$ cat config.mk
export PLATFORM = sky130hd
export DESIGN_NAME = pipeline_hazard_ctrl_flat
export DESIGN_NICKNAME = d
export VERILOG_FILES = /design/src/rtl/pipeline_hazard_ctrl_if.sv /design/src/rtl/pipeline_hazard_ctrl.sv /design/src/flat_wrapper.sv
export SDC_FILE = /design/constraint.sdc
export NUM_CORES = 1
export LEC_CHECK = 0
export CORE_UTILIZATION = 35
export CTS_CLUSTER_DIAMETER = 120
export DETAILED_ROUTE_END_ITERATION = 12
export HOLD_SLACK_MARGIN = 0.03
export PLACE_DENSITY_LB_ADDON = 0.12
export SLEW_MARGIN = 30
export SYNTH_ARGS = -nofsm -noshare
export SYNTH_HDL_FRONTEND = slang
export SYNTH_SLANG_ARGS = --single-unit
$ cat constraint.sdc
create_clock -name clk -period 2.12 [get_ports clk]
set_input_delay 0.424 -clock clk [delete_from_list [all_inputs] [get_ports clk]]
set_output_delay 0.424 -clock clk [all_outputs]
set_load 0.02 [all_outputs]
$ cat src/rtl/pipeline_hazard_ctrl_if.sv
// Hazard-control signal bundle between the RV32 pipeline datapath and pipeline_hazard_ctrl.
// The datapath side is master (drives register ids/status), the controller is slave.
interface pipeline_hazard_ctrl_if;
   logic [4:0] Rs1D, Rs2D;
   logic [4:0] Rs1E, Rs2E, RdE;
   logic [4:0] RdM, RdW;
   logic       RegWriteM, RegWriteW;
   logic [1:0] ResultSrcE;
   logic       PCSrcE;
   logic       MemReqM, MemReadyM;
   logic       StallF, StallD, StallE, StallM;
   logic       FlushD, FlushE, FlushW;
   logic [1:0] ForwardAE, ForwardBE;

   modport master (
      output Rs1D, Rs2D, Rs1E, Rs2E, RdE, RdM, RdW, RegWriteM, RegWriteW,
             ResultSrcE, PCSrcE, MemReqM, MemReadyM,
      input  StallF, StallD, StallE, StallM, FlushD, FlushE, FlushW,
             ForwardAE, ForwardBE
   );

   modport slave (
      input  Rs1D, Rs2D, Rs1E, Rs2E, RdE, RdM, RdW, RegWriteM, RegWriteW,
             ResultSrcE, PCSrcE, MemReqM, MemReadyM,
      output StallF, StallD, StallE, StallM, FlushD, FlushE, FlushW,
             ForwardAE, ForwardBE
   );
endinterface

$ cat src/rtl/pipeline_hazard_ctrl.sv
// Stall/flush/forwarding controller for the 5-stage RV32 pipeline (warm-up, load-use, mem wait).
// Optional perf counters are built only when HAZARD_PERF_EN is defined.
module pipeline_hazard_ctrl #(
   parameter int unsigned INIT_CYC    = 2,
   parameter int unsigned MEM_TIMEOUT = 255
) (
   input  logic                  clk,
   input  logic                  rst_n,
   pipeline_hazard_ctrl_if.slave hz,
   output logic [1:0]            state,
   output logic                  mem_timeout_err,
   output logic [31:0]           stall_cnt,
   output logic [31:0]           flush_cnt,
   output logic [31:0]           memwait_cnt
);
   typedef enum logic [1:0] {
      S_INIT    = 2'b00,
      S_RUN     = 2'b01,
      S_MEMWAIT = 2'b10,
      S_ABORT   = 2'b11
   } state_t;

   localparam logic [3:0] INIT_LAST = 4'(INIT_CYC - 1);
   localparam logic [7:0] WAIT_MAX  = 8'(MEM_TIMEOUT);

   state_t     st;
   logic [3:0] init_cnt;
   logic [7:0] wait_cnt;

   logic mem_miss, load_use;
   logic stall_f, stall_d, stall_e, stall_m;
   logic flush_d, flush_e, flush_w;

   // M-stage result is younger than W, so it takes priority.
   function automatic logic [1:0] fwd_sel(input logic [4:0] rs,
                                          input logic wm, input logic [4:0] rdm,
                                          input logic ww, input logic [4:0] rdw);
      if (wm && (rdm != 5'd0) && (rdm == rs))      return 2'b10;
      else if (ww && (rdw != 5'd0) && (rdw == rs)) return 2'b01;
      else                                         return 2'b00;
   endfunction

   always_comb begin
      mem_miss = hz.MemReqM & ~hz.MemReadyM;
      load_use = (hz.ResultSrcE == 2'b01) && (hz.RdE != 5'd0) &&
                 ((hz.RdE == hz.Rs1D) || (hz.RdE == hz.Rs2D));
      stall_f = 1'b0;
      stall_d = 1'b0;
      stall_e = 1'b0;
      stall_m = 1'b0;
      flush_d = 1'b0;
      flush_e = 1'b0;
      flush_w = 1'b0;
      unique case (st)
         S_INIT: begin
            flush_d = 1'b1;
            flush_e = 1'b1;
         end
         S_RUN, S_MEMWAIT: begin
            // While waiting, the branch in E is frozen and re-evaluated once memory answers.
            if ((st == S_RUN && mem_miss) || (st == S_MEMWAIT && !hz.MemReadyM)) begin
               stall_f = 1'b1;
               stall_d = 1'b1;
               stall_e = 1'b1;
               stall_m = 1'b1;
               flush_w = 1'b1;
            end else if (hz.PCSrcE) begin
               flush_d = 1'b1;
               flush_e = 1'b1;
            end else if (load_use) begin
               stall_f = 1'b1;
               stall_d = 1'b1;
               flush_e = 1'b1;
            end
         end
         S_ABORT: begin
            flush_d = 1'b1;
            flush_e = 1'b1;
            flush_w = 1'b1;
         end
      endcase
   end

   assign hz.StallF    = stall_f;
   assign hz.StallD    = stall_d;
   assign hz.StallE    = stall_e;
   assign hz.StallM    = stall_m;
   assign hz.FlushD    = flush_d;
   assign hz.FlushE    = flush_e;
   assign hz.FlushW    = flush_w;
   assign hz.ForwardAE = fwd_sel(hz.Rs1E, hz.RegWriteM, hz.RdM, hz.RegWriteW, hz.RdW);
   assign hz.ForwardBE = fwd_sel(hz.Rs2E, hz.RegWriteM, hz.RdM, hz.RegWriteW, hz.RdW);
   assign state        = st;

   always_ff @(posedge clk) begin
      if (!rst_n) begin
         st              <= S_INIT;
         init_cnt        <= 4'd0;
         wait_cnt        <= 8'd0;
         mem_timeout_err <= 1'b0;
      end else begin
         unique case (st)
            S_INIT: begin
               init_cnt <= init_cnt + 4'd1;
               if (init_cnt == INIT_LAST) st <= S_RUN;
            end
            S_RUN: begin
               if (mem_miss) begin
                  st       <= S_MEMWAIT;
                  wait_cnt <= 8'd1;
               end
            end
            S_MEMWAIT: begin
               // A ready arriving on the timeout cycle still completes the access.
               if (hz.MemReadyM) begin
                  st       <= S_RUN;
                  wait_cnt <= 8'd0;
               end else if (wait_cnt == WAIT_MAX) begin
                  st              <= S_ABORT;
                  wait_cnt        <= 8'd0;
                  mem_timeout_err <= 1'b1;
               end else begin
                  wait_cnt <= wait_cnt + 8'd1;
               end
            end
            S_ABORT: st <= S_RUN;
         endcase
      end
   end

`ifdef HAZARD_PERF_EN
   logic [31:0] stall_q, flush_q, memwait_q;

   always_ff @(posedge clk) begin
      if (!rst_n) begin
         stall_q   <= 32'd0;
         flush_q   <= 32'd0;
         memwait_q <= 32'd0;
      end else begin
         if (stall_f)                   stall_q   <= stall_q + 32'd1;
         if (flush_e && st != S_INIT)   flush_q   <= flush_q + 32'd1;
         if (st == S_MEMWAIT)           memwait_q <= memwait_q + 32'd1;
      end
   end

   assign stall_cnt   = stall_q;
   assign flush_cnt   = flush_q;
   assign memwait_cnt = memwait_q;
`else
   assign stall_cnt   = 32'd0;
   assign flush_cnt   = 32'd0;
   assign memwait_cnt = 32'd0;
`endif
endmodule

$ cat src/flat_wrapper.sv
// flat-port wrapper written by rule: the top's interface ports become plain ports
module pipeline_hazard_ctrl_flat 
#(
   parameter int unsigned INIT_CYC    = 2,
   parameter int unsigned MEM_TIMEOUT = 255
)
  (clk, rst_n, state, mem_timeout_err, stall_cnt, flush_cnt, memwait_cnt, hz_Rs1D, hz_Rs2D, hz_Rs1E, hz_Rs2E, hz_RdE, hz_RdM, hz_RdW, hz_RegWriteM, hz_RegWriteW, hz_ResultSrcE, hz_PCSrcE, hz_MemReqM, hz_MemReadyM, hz_StallF, hz_StallD, hz_StallE, hz_StallM, hz_FlushD, hz_FlushE, hz_FlushW, hz_ForwardAE, hz_ForwardBE);
  pipeline_hazard_ctrl_if hz_i ();
  input  logic clk;
  input  logic rst_n;
  output logic [1:0] state;
  output logic mem_timeout_err;
  output logic [31:0] stall_cnt;
  output logic [31:0] flush_cnt;
  output logic [31:0] memwait_cnt;
  input wire logic [$bits(hz_i.Rs1D)-1:0] hz_Rs1D;
  input wire logic [$bits(hz_i.Rs2D)-1:0] hz_Rs2D;
  input wire logic [$bits(hz_i.Rs1E)-1:0] hz_Rs1E;
  input wire logic [$bits(hz_i.Rs2E)-1:0] hz_Rs2E;
  input wire logic [$bits(hz_i.RdE)-1:0] hz_RdE;
  input wire logic [$bits(hz_i.RdM)-1:0] hz_RdM;
  input wire logic [$bits(hz_i.RdW)-1:0] hz_RdW;
  input wire logic [$bits(hz_i.RegWriteM)-1:0] hz_RegWriteM;
  input wire logic [$bits(hz_i.RegWriteW)-1:0] hz_RegWriteW;
  input wire logic [$bits(hz_i.ResultSrcE)-1:0] hz_ResultSrcE;
  input wire logic [$bits(hz_i.PCSrcE)-1:0] hz_PCSrcE;
  input wire logic [$bits(hz_i.MemReqM)-1:0] hz_MemReqM;
  input wire logic [$bits(hz_i.MemReadyM)-1:0] hz_MemReadyM;
  output wire logic [$bits(hz_i.StallF)-1:0] hz_StallF;
  output wire logic [$bits(hz_i.StallD)-1:0] hz_StallD;
  output wire logic [$bits(hz_i.StallE)-1:0] hz_StallE;
  output wire logic [$bits(hz_i.StallM)-1:0] hz_StallM;
  output wire logic [$bits(hz_i.FlushD)-1:0] hz_FlushD;
  output wire logic [$bits(hz_i.FlushE)-1:0] hz_FlushE;
  output wire logic [$bits(hz_i.FlushW)-1:0] hz_FlushW;
  output wire logic [$bits(hz_i.ForwardAE)-1:0] hz_ForwardAE;
  output wire logic [$bits(hz_i.ForwardBE)-1:0] hz_ForwardBE;
  assign hz_i.Rs1D = hz_Rs1D;
  assign hz_i.Rs2D = hz_Rs2D;
  assign hz_i.Rs1E = hz_Rs1E;
  assign hz_i.Rs2E = hz_Rs2E;
  assign hz_i.RdE = hz_RdE;
  assign hz_i.RdM = hz_RdM;
  assign hz_i.RdW = hz_RdW;
  assign hz_i.RegWriteM = hz_RegWriteM;
  assign hz_i.RegWriteW = hz_RegWriteW;
  assign hz_i.ResultSrcE = hz_ResultSrcE;
  assign hz_i.PCSrcE = hz_PCSrcE;
  assign hz_i.MemReqM = hz_MemReqM;
  assign hz_i.MemReadyM = hz_MemReadyM;
  assign hz_StallF = hz_i.StallF;
  assign hz_StallD = hz_i.StallD;
  assign hz_StallE = hz_i.StallE;
  assign hz_StallM = hz_i.StallM;
  assign hz_FlushD = hz_i.FlushD;
  assign hz_FlushE = hz_i.FlushE;
  assign hz_FlushW = hz_i.FlushW;
  assign hz_ForwardAE = hz_i.ForwardAE;
  assign hz_ForwardBE = hz_i.ForwardBE;
  pipeline_hazard_ctrl #(.INIT_CYC(INIT_CYC), .MEM_TIMEOUT(MEM_TIMEOUT)) u_core (.clk(clk), .rst_n(rst_n), .hz(hz_i), .state(state), .mem_timeout_err(mem_timeout_err), .stall_cnt(stall_cnt), .flush_cnt(flush_cnt), .memwait_cnt(memwait_cnt));
endmodule
==> metrics.txt <==
Starting DRT DRC Count=16; CP Data Arrival Time=1.75 ns; htree depth=1; Worst-path clk slew=0.06 ns; DR pass1 iterations=4; share of the synthesized area in the top cell type=36.01%; Clock Path Buffers=2; ys flop type=dfxtp_1; Area contributors post-synth=buf_4 (36%), dfxtp_1 (15%), xor2_1 (11%); Comb power frac=62.3%; final hold vios=0; Worst Hold End=u_core.wait_cnt[7]$_SDFFE_PN0P_; Synth Register Bits=15; Total GRT Usage=13.22%; share of layout cells above drive strength 1=27.04%; clk sink count=15; Switch Pwr=0.0007061 W; Antenna diodes=0; Final Setup Violations=2; Overflow after GRT=0; Crit Path Class=in2out; via total after detailed routing=1693; Die Y=78.41 um; M2 GR Usage=24.82%; Post-Route WL=4317 um; Filler cells=535; sw frac=43.24%; core area=0.005574 mm^2; DRC=0; maximum fanout along the worst path=2; Initial Util=36.66%; Die W=78.41 um; Sequential Power Share=23.4%; asr flop ratio synth=0%; synthesized area=0.002043 mm^2; max-slew violation count=0; Clk network pwr share=14.3%; worst r2r src=u_core.state[0]$_SDFFE_PN0P_; largest net degree at the start of global routing=9; P_leak=1.425 nW; number of global-route vias before repair=1456; launching element type of the critical path=input port; CP endpoint kind=primary output; Post-Layout Inst Area=0.002859 mm^2; Pint=0.0009270 W; Setup Skew=0.004857 ns; Reg2Reg Depth=9; maxcap violations=0; Tmin final=2.171 ns; gr busiest metal=met2; worst setup margin=-0.05085 ns; ratio of final minimum period to clock period=102.4%; Final ANT Viol Nets=0; met1 GRT Util=15.90%; HPWL Detailed=3535 um; Synth Area per Inst=8.044 um^2; Root Buffer=clkbuf_8; die area=0.006147 mm^2; Hold Startpoint=u_core.wait_cnt[7]$_SDFFE_PN0P_; Max VDD drop=0.0005846 V; Power Density=571.2 mW/mm^2; CTS tree=done; hold path depth=2; CTS Buf Count=3; status=finished with violations; Area after DPL=0.002613 mm^2; placed cells=415; I/O Pins=154; global-route wire length before repair=6603 um; R2R Setup Slk=0.26 ns; post-route non-filler standard cell count=427; Avg WL per Cell=10.11 um; DR vias/cell=3.965; initial antenna violation count=0; met3 Track Usage GR=2.442%; post-synthesis sequential area ratio=14.70%; Syn Inst Count=254; worst skew pair latency=0.25 ns; GPL Wtd Cong=0.7708; Fmax=0.4606 GHz; failing checks=setup timing; Critical Path RT=1.70 ns; Critical R2R Capture=u_core.wait_cnt[3]$_SDFFE_PN0P_; number of enable flip-flop cells after synthesis=0; Layout Nets=408; yosys warns=0; RSZ-0062 raised after global routing=yes; hold buffers post-CTS=0; Hold Path Class=reg2reg; floorplan row count=27; Buffers on Ports=57; Syn-to-layout area delta=39.93%; Yosys top cell by area=buf_4; Distinct cells, synth=42
[per-layer routing]
| metal | share of wire [%] | up-vias |
|---|---|---|
| li1 | - | 854 |
| met5 | 0 | - |
| met1 | 41 | 757 |
| met2 | 52 | 80 |
| met4 | 0.30 | 0 |
| met3 | 6.6 | 2 |
[synthesized netlist by cell type (2+ instances only)]
master    number
clkbuf_1       2
a21oi_1        4
nand2_1        9
xnor2_1       11
nor4_1         2
nand2b_1       2
a21boi_0       3
nor2_1        14
nand3_1        7
o211ai_1       2
or4_1          6
buf_4         98
xor2_1        25
nor4_2         2
o21ai_0        4
dfxtp_1       15
and2b_1        2
nor2b_1        2
o21ai_1        2
nand4_1        2
mux2i_1        2
ha_1           8
nor3_1         4
and2_1         3
inv_1          6
[worst max path at each step]
stage          depth (start not counted)                    startpoint               to
6_report                               6                     hz_RdW[3]  hz_ForwardBE[0]
5_1_grt                                6                     hz_RdW[3]  hz_ForwardBE[0]
4_1_cts                                7                     hz_RdM[2]  hz_ForwardAE[0]
3_5_place_dp                           6                     hz_RdW[0]  hz_ForwardAE[0]
3_3_place_gp                           6                     hz_RdW[0]  hz_ForwardAE[0]
2_1_floorplan                          6  u_core.state[0]$_SDFFE_PN0P_        hz_StallF
[flip-flops by register name (all words and copies together) (netlist names)]
signal / flops
u_core.init_cnt: 4
u_core.mem_timeout_err: 1
u_core.state: 2
u_core.wait_cnt: 8
[cell type report]
class	instances	area, um^2	area share [%]
Clock buffer	4	45.04	1.575
Tap cell	72	90.09	3.151
Multi-Input combinational cell	228	1496	52.34
Sequential cell	15	305.3	10.68
Timing Repair Buffer	102	892.1	31.20
Inverter	6	30.03	1.050
[critical path, cell delays in order]
cell and delay [ns]:
buf_6 0.10, buf_6 0.11, xor2_1 0.12, or4_1 0.54, nor4_2 0.28, buf_4 0.18
[through the flow]
stage                     hold slack, ns  power, W  utilization (%)  setup WS, ns  setup TNS (ns)
after floorplan                   0.4481  0.001046                -      -0.07131        -0.07131
after global placement            0.4655  0.001266            46.87       -0.9169          -6.138
after detailed placement          0.4736  0.001265            46.87       -0.9268          -6.237
after CTS                         0.4895  0.001552            49.07       -0.1764         -0.4077
after global routing              0.5102  0.001763            51.29       -0.1164         -0.1854
final                             0.4854  0.001633            51.29      -0.05085        -0.06820
[what timing repair did]
item	CTS	global route
buffers inserted	4	4
pin swaps	16	14
resized for setup	94	45
endpoints found under the setup margin	11	10
[power groups by stage]
stage               Sequential [W]  Combinational (W)  Clock (W)
CTS                       0.000369           0.000939   0.000243
global route              0.000389            0.00112   0.000254
detailed placement        0.000373           0.000891          0
global placement          0.000373           0.000893          0
finish                    0.000382            0.00102   0.000234
floorplan                 0.000386           0.000660          0
[logic make-up (layout without fill, tap and decap cells)]
| kind of cell | count (synthesis) | count (layout) | synth area share [%] |
|---|---|---|---|
| buffers and inverters | 106 | 112 | 37.48 |
| AND/OR/NAND/NOR | 59 | 59 | 16.23 |
| XOR/XNOR | 36 | 36 | 15.43 |
| AO/OA/AOI/OAI | 27 | 27 | 10.11 |
| flip-flops | 15 | 15 | 14.70 |
| adder cells (fa/ha/maj) | 8 | 8 | 4.899 |
| multiplexers | 2 | 2 | 0.9798 |
| other | 1 | 96 | 0.1835 |
[placed cells by master (no fill, tap or decap), drive strengths merged, types with 7 or more instances in the layout]
master         Yosys  final
buf               98     57
clkbuf             2     10
clkdlybuf4s50      0     19
conb               1     96
dfxtp             15     15
dlygate4sd2        0      8
dlymetal6s2s       0     10
ha                 8      8
nand2              9      9
nand3              7      7
nor2              14     14
o21ai              7      7
xnor2             11     11
xor2              25     25
No activity file was read; power rests on OpenSTA's default activity.
